==> config.mk <==
export PLATFORM = sky130hd
export DESIGN_NAME = mem_arbiter_flat
export DESIGN_NICKNAME = d
export VERILOG_FILES = /design/src/rtl/mem_arbiter_if.sv /design/src/rtl/mem_arbiter.sv /design/src/flat_wrapper.sv
export SDC_FILE = /design/constraint.sdc
export NUM_CORES = 1
export LEC_CHECK = 0
export ABC_AREA = 1
export CAP_MARGIN = 20
export CORE_AREA = 2 2 130 132
export DETAILED_ROUTE_END_ITERATION = 7
export DIE_AREA = 0 0 132 134
export GPL_ROUTABILITY_DRIVEN = 0
export MAX_ROUTING_LAYER = met4
export PLACE_DENSITY_LB_ADDON = 0.1
export SLEW_MARGIN = 20
export SYNTH_ARGS = -nofsm -noshare
export SYNTH_HDL_FRONTEND = slang
export SYNTH_SLANG_ARGS = --single-unit
export TNS_END_PERCENT = 5
==> constraint.sdc <==
create_clock -name CLK -period 1.7 [get_ports CLK]
set_input_delay 0.17 -clock CLK [delete_from_list [all_inputs] [get_ports CLK]]
set_output_delay 0.17 -clock CLK [all_outputs]
set_load 0.02 [all_outputs]
==> src/rtl/mem_arbiter_if.sv <==
// Cache-side and RAM-side handshake bundle for mem_arbiter.
// slave is the arbiter's view; master is the view of the caches and RAM around it.
interface mem_arbiter_if;
    logic        iREN;
    logic [31:0] iaddr;
    logic        iwait;
    logic [31:0] iload;
    logic        dREN;
    logic        dWEN;
    logic [31:0] daddr;
    logic [31:0] dstore;
    logic        dwait;
    logic [31:0] dload;
    logic        ramREN;
    logic        ramWEN;
    logic [31:0] ramaddr;
    logic [31:0] ramstore;
    logic [31:0] ramload;
    logic [1:0]  ramstate;

    modport slave (
        input  iREN, iaddr, dREN, dWEN, daddr, dstore, ramload, ramstate,
        output iwait, iload, dwait, dload, ramREN, ramWEN, ramaddr, ramstore
    );

    modport master (
        output iREN, iaddr, dREN, dWEN, daddr, dstore, ramload, ramstate,
        input  iwait, iload, dwait, dload, ramREN, ramWEN, ramaddr, ramstore
    );
endinterface

==> src/rtl/mem_arbiter.sv <==
// Arbitrates icache/dcache single-word requests onto one RAM port; dcache first, with a starvation guard.
// Optional MEM_STATS_EN builds saturating completion counters on istat_cnt/dstat_cnt.
//
// state | meaning
// IDLE  | no access held; owner picked combinationally and driven this cycle
// DSERV | dcache owns the RAM port until ACCESS or request drop
// ISERV | icache owns the RAM port until ACCESS or request drop
module mem_arbiter #(
    parameter int STARVE_LIMIT = 4
) (
    input  logic             CLK,
    input  logic             nRST,
    mem_arbiter_if.slave     bus,
    output logic [31:0]      istat_cnt,
    output logic [31:0]      dstat_cnt
);
    localparam int SW = ($clog2(STARVE_LIMIT + 1) < 3) ? 3 : $clog2(STARVE_LIMIT + 1);
    localparam logic [SW-1:0] STREAK_MAX = SW'(STARVE_LIMIT);
    localparam logic [1:0] RAM_ACCESS = 2'd2;

    typedef enum logic [1:0] {IDLE, DSERV, ISERV} state_t;
    typedef enum logic [1:0] {OWN_NONE, OWN_D, OWN_I} owner_t;

    state_t        state_q, state_d;
    logic [SW-1:0] streak_q, streak_d;
    owner_t        owner;
    logic          d_req, starve, access, d_done, i_done;

    always_comb begin
        d_req  = bus.dREN | bus.dWEN;
        starve = bus.iREN && (streak_q == STREAK_MAX);
        access = (bus.ramstate == RAM_ACCESS);
        owner  = OWN_NONE;
        // Held low in reset so the RAM port releases as soon as nRST falls.
        if (nRST) begin
            case (state_q)
                IDLE: begin
                    if (d_req && !starve)  owner = OWN_D;
                    else if (bus.iREN)     owner = OWN_I;
                end
                DSERV:   if (d_req)    owner = OWN_D;
                ISERV:   if (bus.iREN) owner = OWN_I;
                default: owner = OWN_NONE;
            endcase
        end
        d_done = (owner == OWN_D) && access;
        i_done = (owner == OWN_I) && access;
    end

    always_comb begin
        bus.ramREN   = 1'b0;
        bus.ramWEN   = 1'b0;
        bus.ramaddr  = 32'h0;
        bus.ramstore = 32'h0;
        if (owner == OWN_D) begin
            bus.ramWEN   = bus.dWEN;
            bus.ramREN   = bus.dREN & ~bus.dWEN;
            bus.ramaddr  = bus.daddr;
            bus.ramstore = bus.dstore;
        end else if (owner == OWN_I) begin
            bus.ramREN   = 1'b1;
            bus.ramaddr  = bus.iaddr;
        end
        bus.dwait = d_req & ~d_done;
        bus.iwait = bus.iREN & ~i_done;
        bus.dload = d_done ? bus.ramload : 32'h0;
        bus.iload = i_done ? bus.ramload : 32'h0;
    end

    always_comb begin
        state_d = IDLE;
        if (owner == OWN_D && !d_done) state_d = DSERV;
        if (owner == OWN_I && !i_done) state_d = ISERV;

        streak_d = streak_q;
        if (!bus.iREN || owner == OWN_I)            streak_d = '0;
        else if (d_done && streak_q != STREAK_MAX)  streak_d = streak_q + 1'b1;
    end

    always_ff @(posedge CLK) begin
        if (!nRST) begin
            state_q  <= IDLE;
            streak_q <= '0;
        end else begin
            state_q  <= state_d;
            streak_q <= streak_d;
        end
    end

`ifdef MEM_STATS_EN
    logic [31:0] istat_q, istat_d, dstat_q, dstat_d;

    always_comb begin
        istat_d = istat_q;
        dstat_d = dstat_q;
        if (i_done && istat_q != 32'hFFFF_FFFF) istat_d = istat_q + 32'd1;
        if (d_done && dstat_q != 32'hFFFF_FFFF) dstat_d = dstat_q + 32'd1;
    end

    always_ff @(posedge CLK) begin
        if (!nRST) begin
            istat_q <= 32'h0;
            dstat_q <= 32'h0;
        end else begin
            istat_q <= istat_d;
            dstat_q <= dstat_d;
        end
    end

    assign istat_cnt = istat_q;
    assign dstat_cnt = dstat_q;
`else
    assign istat_cnt = 32'h0;
    assign dstat_cnt = 32'h0;
`endif
endmodule

==> src/flat_wrapper.sv <==
// flat-port wrapper written by rule: the top's interface ports become plain ports
module mem_arbiter_flat 
#(
    parameter int STARVE_LIMIT = 4
)
  (CLK, nRST, istat_cnt, dstat_cnt, bus_iREN, bus_iaddr, bus_dREN, bus_dWEN, bus_daddr, bus_dstore, bus_ramload, bus_ramstate, bus_iwait, bus_iload, bus_dwait, bus_dload, bus_ramREN, bus_ramWEN, bus_ramaddr, bus_ramstore);
  mem_arbiter_if bus_i ();
  input  logic CLK;
  input  logic nRST;
  output logic [31:0] istat_cnt;
  output logic [31:0] dstat_cnt;
  input wire logic [$bits(bus_i.iREN)-1:0] bus_iREN;
  input wire logic [$bits(bus_i.iaddr)-1:0] bus_iaddr;
  input wire logic [$bits(bus_i.dREN)-1:0] bus_dREN;
  input wire logic [$bits(bus_i.dWEN)-1:0] bus_dWEN;
  input wire logic [$bits(bus_i.daddr)-1:0] bus_daddr;
  input wire logic [$bits(bus_i.dstore)-1:0] bus_dstore;
  input wire logic [$bits(bus_i.ramload)-1:0] bus_ramload;
  input wire logic [$bits(bus_i.ramstate)-1:0] bus_ramstate;
  output wire logic [$bits(bus_i.iwait)-1:0] bus_iwait;
  output wire logic [$bits(bus_i.iload)-1:0] bus_iload;
  output wire logic [$bits(bus_i.dwait)-1:0] bus_dwait;
  output wire logic [$bits(bus_i.dload)-1:0] bus_dload;
  output wire logic [$bits(bus_i.ramREN)-1:0] bus_ramREN;
  output wire logic [$bits(bus_i.ramWEN)-1:0] bus_ramWEN;
  output wire logic [$bits(bus_i.ramaddr)-1:0] bus_ramaddr;
  output wire logic [$bits(bus_i.ramstore)-1:0] bus_ramstore;
  assign bus_i.iREN = bus_iREN;
  assign bus_i.iaddr = bus_iaddr;
  assign bus_i.dREN = bus_dREN;
  assign bus_i.dWEN = bus_dWEN;
  assign bus_i.daddr = bus_daddr;
  assign bus_i.dstore = bus_dstore;
  assign bus_i.ramload = bus_ramload;
  assign bus_i.ramstate = bus_ramstate;
  assign bus_iwait = bus_i.iwait;
  assign bus_iload = bus_i.iload;
  assign bus_dwait = bus_i.dwait;
  assign bus_dload = bus_i.dload;
  assign bus_ramREN = bus_i.ramREN;
  assign bus_ramWEN = bus_i.ramWEN;
  assign bus_ramaddr = bus_i.ramaddr;
  assign bus_ramstore = bus_i.ramstore;
  mem_arbiter #(.STARVE_LIMIT(STARVE_LIMIT)) u_core (.CLK(CLK), .nRST(nRST), .bus(bus_i), .istat_cnt(istat_cnt), .dstat_cnt(dstat_cnt));
endmodule
# Word-level counts from Yosys, hierarchy flattened
# Index checks and enable logic that the tools add are counted.
[totals]
ff_bits = 5
[classes]
n_addsub = 1
eq_ne = 7
n_mux = 15
bitwise = 8
n_reduce_logical = 15
[op_table]
columns = ["operator", "n"]
rows = [
  ["32-bit 2-to-1 mux", 5],
  ["2-bit 2-to-1 mux", 4],
  ["1-bit logical AND", 7],
  ["2-bit equality test, second input constant", 3],
  ["2-bit one-hot mux with 3 select lines", 1],
  ["1-bit 2-to-1 mux", 5],
  ["2-bit by 1-bit equality test with 1-bit output, second input constant", 2],
  ["1-bit zero test", 4],
  ["1-bit NOT", 4],
  ["2-bit OR reduction", 2],
  ["3-bit by 1-bit adder with 3-bit output, second input constant", 1],
  ["1-bit bitwise AND", 3],
  ["3-bit equality test, second input constant", 1],
  ["3-bit != test, second input constant", 1],
  ["2-bit zero test", 1],
  ["1-bit logical OR", 1],
  ["1-bit OR", 1],
]

# Logic depth before layout (Yosys ltp)
# Gate-level depths: netlist of run 1.
[depth]
depth_word = 13
ltp_mapped = 9

# Worst setup path after synthesis of run 1
# Ideal clock, no wire load.
[synth_path]
path_kind = "flip-flop to output port"
startpoint = "register u_core.streak_q[0]"
endpoint = "output bus_ramREN"
t_arrival_ns = 1.498
t_required_ns = 1.530
setup_slack_ns = 0.032
path_stages_with_launch = 8
path_cell_list = "dfxtp_1 -> inv_1 -> ha_1 -> nand3_2 -> nor2_2 -> nor2_2 -> inv_2 -> o31ai_1"
[synth_between]
elab_chain_cells = 10
[synth_lines]
columns = ["item", "line_no", "rtl"]
rows = [
  ["start: declaration", "mem_arbiter.sv:25", "logic [SW-1:0] streak_q, streak_d;"],
  ["start signal: assignment", "mem_arbiter.sv:86", "streak_q <= streak_d;"],
  ["3-bit equality test *", "mem_arbiter.sv:31", "starve = bus.iREN && (streak_q == STREAK_MAX);"],
  ["1-bit logical AND *", "mem_arbiter.sv:31", ""],
  ["1-bit zero test *", "mem_arbiter.sv:38", "if (d_req && !starve) owner = OWN_D;"],
  ["1-bit logical AND *", "mem_arbiter.sv:38", ""],
  ["2-bit 2-to-1 mux *", "mem_arbiter.sv:38", ""],
  ["2-bit one-hot mux with 3 select lines *", "mem_arbiter.sv:36", "case (state_q)"],
  ["2-bit 2-to-1 mux *", "mem_arbiter.sv:35", "if (nRST) begin"],
  ["2-bit equality test", "mem_arbiter.sv:60", "end else if (owner == OWN_I) begin"],
  ["1-bit 2-to-1 mux", "mem_arbiter.sv:60", ""],
  ["1-bit 2-to-1 mux *", "mem_arbiter.sv:55", "if (owner == OWN_D) begin"],
  ["end: declaration", "flat_wrapper.sv:24", "output wire logic [$bits(bus_i.ramREN)-1:0] bus_ramREN;"],
]
# Every way passes the cells marked *; elsewhere a longest branch is shown, timed or not.

# Worst setup path after layout of run 1
[layout_path]
startpoint = "register u_core.streak_q[0]"
endpoint = "output bus_ramaddr[22]"
[layout_between]
elab_chain_cells = 10
[layout_lines]
columns = ["item", "line_no", "rtl"]
rows = [
  ["3-bit equality test *", "mem_arbiter.sv:31", ""],
  ["1-bit logical AND *", "mem_arbiter.sv:31", ""],
  ["1-bit zero test *", "mem_arbiter.sv:38", ""],
  ["1-bit logical AND *", "mem_arbiter.sv:38", ""],
  ["2-bit 2-to-1 mux *", "mem_arbiter.sv:38", ""],
  ["2-bit one-hot mux with 3 select lines *", "mem_arbiter.sv:36", ""],
  ["2-bit 2-to-1 mux *", "mem_arbiter.sv:35", ""],
  ["2-bit equality test", "mem_arbiter.sv:60", ""],
  ["32-bit 2-to-1 mux", "mem_arbiter.sv:60", ""],
  ["32-bit 2-to-1 mux *", "mem_arbiter.sv:55", ""],
  ["end: declaration", "flat_wrapper.sv:26", "output wire logic [$bits(bus_i.ramaddr)-1:0] bus_ramaddr;"],
]
# Marked as above.

==> impl_results.md, run 1 <==
* Clock transition at the registers of the reported paths at 0.03 ns
* Failing checks: setup timing
* Largest net degree at the start of global routing at 33
* CTS tree: built
* First-pass GRT wire length at 14110 microns
* FF+latch count, synth at 5
* Final net count at 736
* PD cells at 348.4 mW/mm^2
* Share of post-route cells with drive strength above 1 at 0.4013
* Multiplexer share of the synthesized area at 0
* MaxCap Viol Count at 0
* Vias per Instance at 3.403
* Gr busiest metal: met2
* Die height at 134 microns
* Hold slack final at 0.5029 ns
* Post-CTS Hold Fix Bufs at 0
* Commonest cells after routing, fill and taps aside: clkdlybuf4s50_1 (131), buf_4 (89), inv_1 (69)
* Initial antenna violation count at 0
* Deepest clock path buffer count at 2
* Worst hold path class: in -> reg
* Die W at 132 microns
* Fmax at 539.5 MHz
* Core Region at 0.01629 sq mm
* Critical path fanouts, max at 8
* GR met3 Demand/Resource at 0.02948
* Vias in the first global route at 2691
* Clk sinks at 5
* # IOs at 331
* Static Leakage at 2.521 nW
* Area delta synth->final at 161.7%
* Synth Cell Area at 0.001857 sq mm
* Final ANT Viol Nets at 0
* Post-Synth XOR/XNOR Area at 0.004717
* Latest clock arrival within the worst-skew pair at 0.23 ns
* Aggregate routed wire length at 9839 microns
* Main combinational cell family by area after synthesis: buffers and inverters
* Final total power at 1.693 mW
* Row count at 47
* Shortest period the worst path allows at 1.854 ns
* GRT met1 Usage at 0.09870
* Initial core utilization at 0.1140
* Mean routed wirelength per cell at 12.03 microns
* Seq/Total Area, Yosys at 0.05391
* H-Tree Depth at 1
* Inserted Clock Buffers at 3
* Commonest non-fill, non-tap cell in the layout: clkdlybuf4s50_1
* DRC at 0
* Port-buffer cells at 266
* DIE AREA at 0.01769 sq mm
* Data required, critical path at 1.53 ns
* Final period utilization at 1.090
* Layout fillers at 1806
* Post-Synth Adder-Cell Area at 0.01348
* Setup CP Type: reg -> out
* Initial DRC count at 79
* Max-slew violations at 0
* Pre-antenna DRT Iters at 4
* Arr. time, crit path at 1.68 ns
* DP HPWL at 7896 microns
* Antenna cell count at 0
* Root Buffer: clkbuf_16
* Fraction of the mapped netlist area in simple logic gates at 0.2648
* Vias at 2784
* CP startpoint kind: flop
* Unrepaired setup endpoints after global routing: yes
* Met2 Use GR at 0.1985
* Synth warn at 0
* Final Hold Fails at 0
* Synth Area per Inst at 5.766 sq um
* Post-synthesis cell type count at 21
* VDD IR max at 0.2373 mV
* Critical Path End Type: primary output
* Synth Area in Compound Gates at 0.1819
* Grt ovf at 0
* Worst setup margin at -0.1536 ns
* Clock Skews at 0.001200 ns
* Syn Inst Count at 322
* Setup-failing EPs final at 131
* Status: finished with violations
* Gr usage total at 0.1019
cell type report:
| class | count | area (sq um) | area share |
|---|---|---|---|
| Tap cell | 220 | 275.3 | 0.05664 |
| Inverter | 73 | 279.0 | 0.05742 |
| Multi-Input combinational cell | 227 | 1295 | 0.2665 |
| Clock buffer | 4 | 78.83 | 0.01622 |
| Sequential cell | 5 | 102.6 | 0.02111 |
| Timing Repair Buffer | 289 | 2829 | 0.5821 |
report_power, final:
| part | total (mW) | switching [mW] | internal (mW) |
|---|---|---|---|
| registers | 0.123 | 0.00218 | 0.121 |
| logic | 1.18 | 0.572 | 0.606 |
| clock network | 0.392 | 0.0805 | 0.311 |
| total | 1.69 | 0.655 | 1.04 |
state kept, by name, indices dropped and copies added, names as in the netlist:
signal / cells
u_core.state_q: 2
u_core.streak_q: 3
stage by stage:
step / TNS, ns / area [sq um] / util / cells / setup slack (ns)
2_1_floorplan: 0 / 2093 / - / 385 / 0.03230
3_3_place_gp: -74.52 / 4598 / 0.2823 / 807 / -0.6500
3_5_place_dp: -74.21 / 4598 / 0.2823 / 807 / -0.6476
4_1_cts: -11.37 / 4588 / 0.2817 / 818 / -0.1902
5_1_grt: -22.44 / 4860 / 0.2983 / 818 / -0.2183
6_report: -11.01 / 4860 / 0.2983 / 818 / -0.1536
worst max-delay path: stages, from the launching register on:
cell and delay (ns):
dfxtp_2 0.31, inv_2 0.07, ha_4 0.15, nand3_4 0.08, nor2_4 0.11, nor2_4 0.07, buf_6 0.14, buf_16 0.14
a22o_2 0.23, buf_2 0.15
path summary, 6_finish.rpt:
kind	startpoint	endpoint	slack, ns	depth (start not counted)
max	u_core.streak_q[0]	bus_ramaddr[22]	-0.15	9
min	bus_iREN	u_core.streak_q[1]	0.50	3
max reg2reg	u_core.streak_q[0]	u_core.streak_q[0]	0.10	11
min reg2reg	u_core.streak_q[1]	u_core.streak_q[1]	0.59	3
cell usage after synthesis (all sizes together):
cell	n	area [sq um]
nor2	105	401.6
buf	80	615.6
inv	73	274.0
a22o	32	310.3
nand2	11	46.29
dfxtp	5	100.1
a21oi	4	20.02
nand3	4	25.02
nand4	3	18.77
ha	2	25.02
conb	1	3.750
o31ai	1	7.510
xor2	1	8.760
per-layer routing:
| metal | wire [microns] | vias to the layer above |
|---|---|---|
| li1 | - | 1386 |
| met2 | 5559 | 167 |
| met1 | 3290 | 1219 |
| met4 | 137 | 0 |
| met3 | 851 | 12 |
| met5 | 0 | - |
logic make-up (layout without fill, tap and decap cells):
family | Yosys count | after routing
buffers and inverters | 153 | 366
other | 1 | 64
XOR/XNOR | 1 | 1
AND/OR/NAND/NOR | 123 | 123
AO/OA/AOI/OAI | 37 | 37
flip-flops | 5 | 5
adder cells (fa/ha/maj) | 2 | 2
timing repair:
item | 4_1_cts | 5_1_grt
buffers inserted | 4 | 0
gates cloned | 3 | 0
pin swaps | 4 | 5
endpoints found under the hold margin | 0 | 0
gates resized for setup | 694 | 90
setup endpoints to repair | 132 | 134
Power figures use the tool's default switching activity.
==> run 2: changes to the inputs <==
==> constraint.sdc (replaced) <==
create_clock -name CLK -period 1.7 [get_ports CLK]
set_input_delay 0.17 -clock CLK [delete_from_list [all_inputs] [get_ports CLK]]
set_output_delay 0.17 -clock CLK [all_outputs]
set_load 0.1 [all_outputs]
==> run 2 against run 1 <==
Against the previous run: the flow still finishes with violations (setup timing); critical path depth is 1 higher; sequential cell count unchanged; non-clock buffer count grew 20; global-route usage up 1.8 points; worst setup slack got worse by 0.077 ns; final cell count is 2.4% higher; clock skew rose by 0.0020 ns; critical path type unchanged; largest cell class unchanged; highest routed layer unchanged.
==> impl_results.md, run 2 (same netlist as run 1, synthesis figures left out) <==
* Area delta synth->final at 293.9%
* Aggregate routed wire length at 11060 microns (+12%)
* Worst setup margin at -0.2309 ns (-0.07734 ns)
* Mean routed wirelength per cell at 13.20 microns (+9.7%)
* Final ANT Viol Nets at 0 (unchanged)
* Worst hold path class: reg -> reg
* Vias in the first global route at 2943 (+9.4%)
* Antenna cell count at 0 (unchanged)
* Pre-antenna DRT Iters at 4 (unchanged)
* Final period utilization at 1.136 (+0.04549)
* Gr usage total at 0.1194 (+0.01755)
* Vias at 2898 (+4.1%)
* Clock transition at the registers of the reported paths at 0.03 ns (about the same)
* Setup-failing EPs final at 131 (unchanged)
* Status: finished with violations
* Die height at 134 microns (unchanged)
* DRC at 0 (unchanged)
* DP HPWL at 9935 microns (+26%)
* Delay-heaviest family, CP: buffers and inverters
* Initial DRC count at 31 (-61%)
* Vias per Instance at 3.458 (+1.6%)
* Post-CTS Hold Fix Bufs at 0 (unchanged)
* Fmax at 517.9 MHz (-4.0%)
* Commonest non-fill, non-tap cell in the layout: buf_12
* Critical path fanouts, max at 5 (-3)
* Root Buffer: clkbuf_16
* Failing checks: setup timing
* Die W at 132 microns (unchanged)
* Deepest clock path buffer count at 2 (unchanged)
* Final Hold Fails at 0 (unchanged)
* Setup CP Type: reg -> out
* PD cells at 473.7 mW/mm^2 (+36%)
* Inserted Clock Buffers at 3 (unchanged)
* Commonest cells after routing, fill and taps aside: buf_12 (147), clkdlybuf4s50_1 (132), nor2_4 (96)
* # IOs at 331 (unchanged)
* Row count at 47 (unchanged)
* Clock Skews at 0.003193 ns (+0.001993 ns)
* Shortest period the worst path allows at 1.931 ns (+0.07734 ns)
* Critical R2R Launch: u_core.streak_q[0]
* Hold slack final at 0.5976 ns (+0.09468 ns)
* First-pass GRT wire length at 16270 microns (+15%)
* Setup TNS at -23.50 ns (-12.49 ns)
* Largest net degree at the start of global routing at 21 (-36%)
* Critical-path top delay cell: dfxtp_2
* Share of post-route cells with drive strength above 1 at 0.5275 (+0.1262)
* Static Leakage at 3.115 nW (+24%)
* Final net count at 756 (+2.7%)
* Layout fillers at 1547 (-14%)
* Unrepaired setup endpoints after global routing: yes
* Cell repeated most along the worst path: nor2_4
* Max-slew violations at 0 (unchanged)
* Latest clock arrival within the worst-skew pair at 0.23 ns (about the same)
* Data required, critical path at 1.53 ns (about the same)
* MaxCap Viol Count at 0 (unchanged)
* Initial core utilization at 0.1140 (unchanged)
* Hold_sp: u_core.streak_q[1]
* Biggest register: u_core.streak_q
* Core Region at 0.01629 sq mm (unchanged)
* Initial antenna violation count at 0 (unchanged)
* CP cell instances: inv_2 -> ha_4 -> nand3_4 -> nor2_4 -> nor2_4 -> clkinv_4 -> clkbuf_16 -> buf_6 -> nor2_4 -> buf_12
* CP Launch Point: u_core.streak_q[0]
* Clk sinks at 5 (unchanged)
* H-Tree Depth at 1 (unchanged)
* CP peak stage delay at 0.32 ns (about the same)
* VDD IR max at 0.2378 mV (+0.18%)
* CP startpoint kind: flop
* Biggest regs: u_core.streak_q x3, u_core.state_q x2
* Arr. time, crit path at 1.76 ns (+0.08 ns)
* Max FFs per register at 3 (unchanged)
* Critical Path End Type: primary output
* Grt ovf at 0 (unchanged)
* Worst path bufs/invs at 5 (+1)
* DIE AREA at 0.01769 sq mm (unchanged)
* CTS tree: built
* Port-buffer cells at 266 (unchanged)
## run 2: changes by cell type in the layout (fill, tap and decap cells not counted), sizes merged
cell and change:
buf +19, clkbuf +1, clkdlybuf4s50 +1, clkinv +1
dlygate4sd2 -1, inv -1
## run 2: metrics by stage
stage	cell area, sq um	power, mW	instances	utilization	setup slack [ns]
2_1_floorplan	2849	2.105	385	-	-0.2297
3_3_place_gp	6937	2.988	826	0.4258	-0.3695
3_5_place_dp	6937	2.994	826	0.4258	-0.4082
4_1_cts	7152	3.433	836	0.4391	-0.2684
5_1_grt	7313	3.562	838	0.4490	-0.3108
6_report	7313	3.464	838	0.4490	-0.2309
## run 2: area by class of cell
type,instances,area [sq um],area share
Timing Repair Buffer,309,4536,0.6202
Multi-Input combinational cell,227,2039,0.2789
Inverter,73,281.5,0.03849
Tap cell,220,275.3,0.03764
Sequential cell,5,102.6,0.01403
Clock buffer,4,78.83,0.01078
## run 2: timing repair
| item | CTS | global route |
|---|---|---|
| pin swaps | 4 | 5 |
| setup buffers | 6 | 1 |
| gates cloned | 0 | 1 |
| endpoints found under the setup margin | 132 | 132 |
| resized for setup | 18 | 20 |
## run 2: routing by layer
| metal | share of wire | GRT usage |
|---|---|---|
| met5 | 0 | - |
| met4 | 0.014 | 0.02899 |
| met1 | 0.33 | 0.1172 |
| met2 | 0.59 | 0.2367 |
| met3 | 0.073 | 0.02646 |
## run 2: worst min-delay path, delay by kind of cell (launching register included)
family	cells	cell delay, ns
AOI/OAI and AO/OA	1	0.05
DFF	1	0.31
buffers and inverters	1	0.13
and+or+nand+nor	1	0.06
## run 2: final timing paths
| check | endpoint | slack, ns | cells after the start |
|---|---|---|---|
| hold / removal | u_core.streak_q[1] | 0.60 | 3 |
| hold reg to reg | u_core.streak_q[1] | 0.60 | 3 |
| setup / recovery | bus_ramstore[28] | -0.23 | 10 |
| setup reg to reg | u_core.streak_q[0] | 0.19 | 10 |
## run 2: where the power goes
part           total (mW)  internal, mW  switching [mW]
sequential          0.123         0.121         0.00234
clock               0.396         0.311          0.0844
combinational        2.95         0.977            1.97
==> run 3: changes to the inputs <==
ABC_CLOCK_PERIOD_IN_PS = 1700   (was not set)
==> results of run 3 <==
Same layout as run 2: the final DEF is identical, and so are final timing and power.
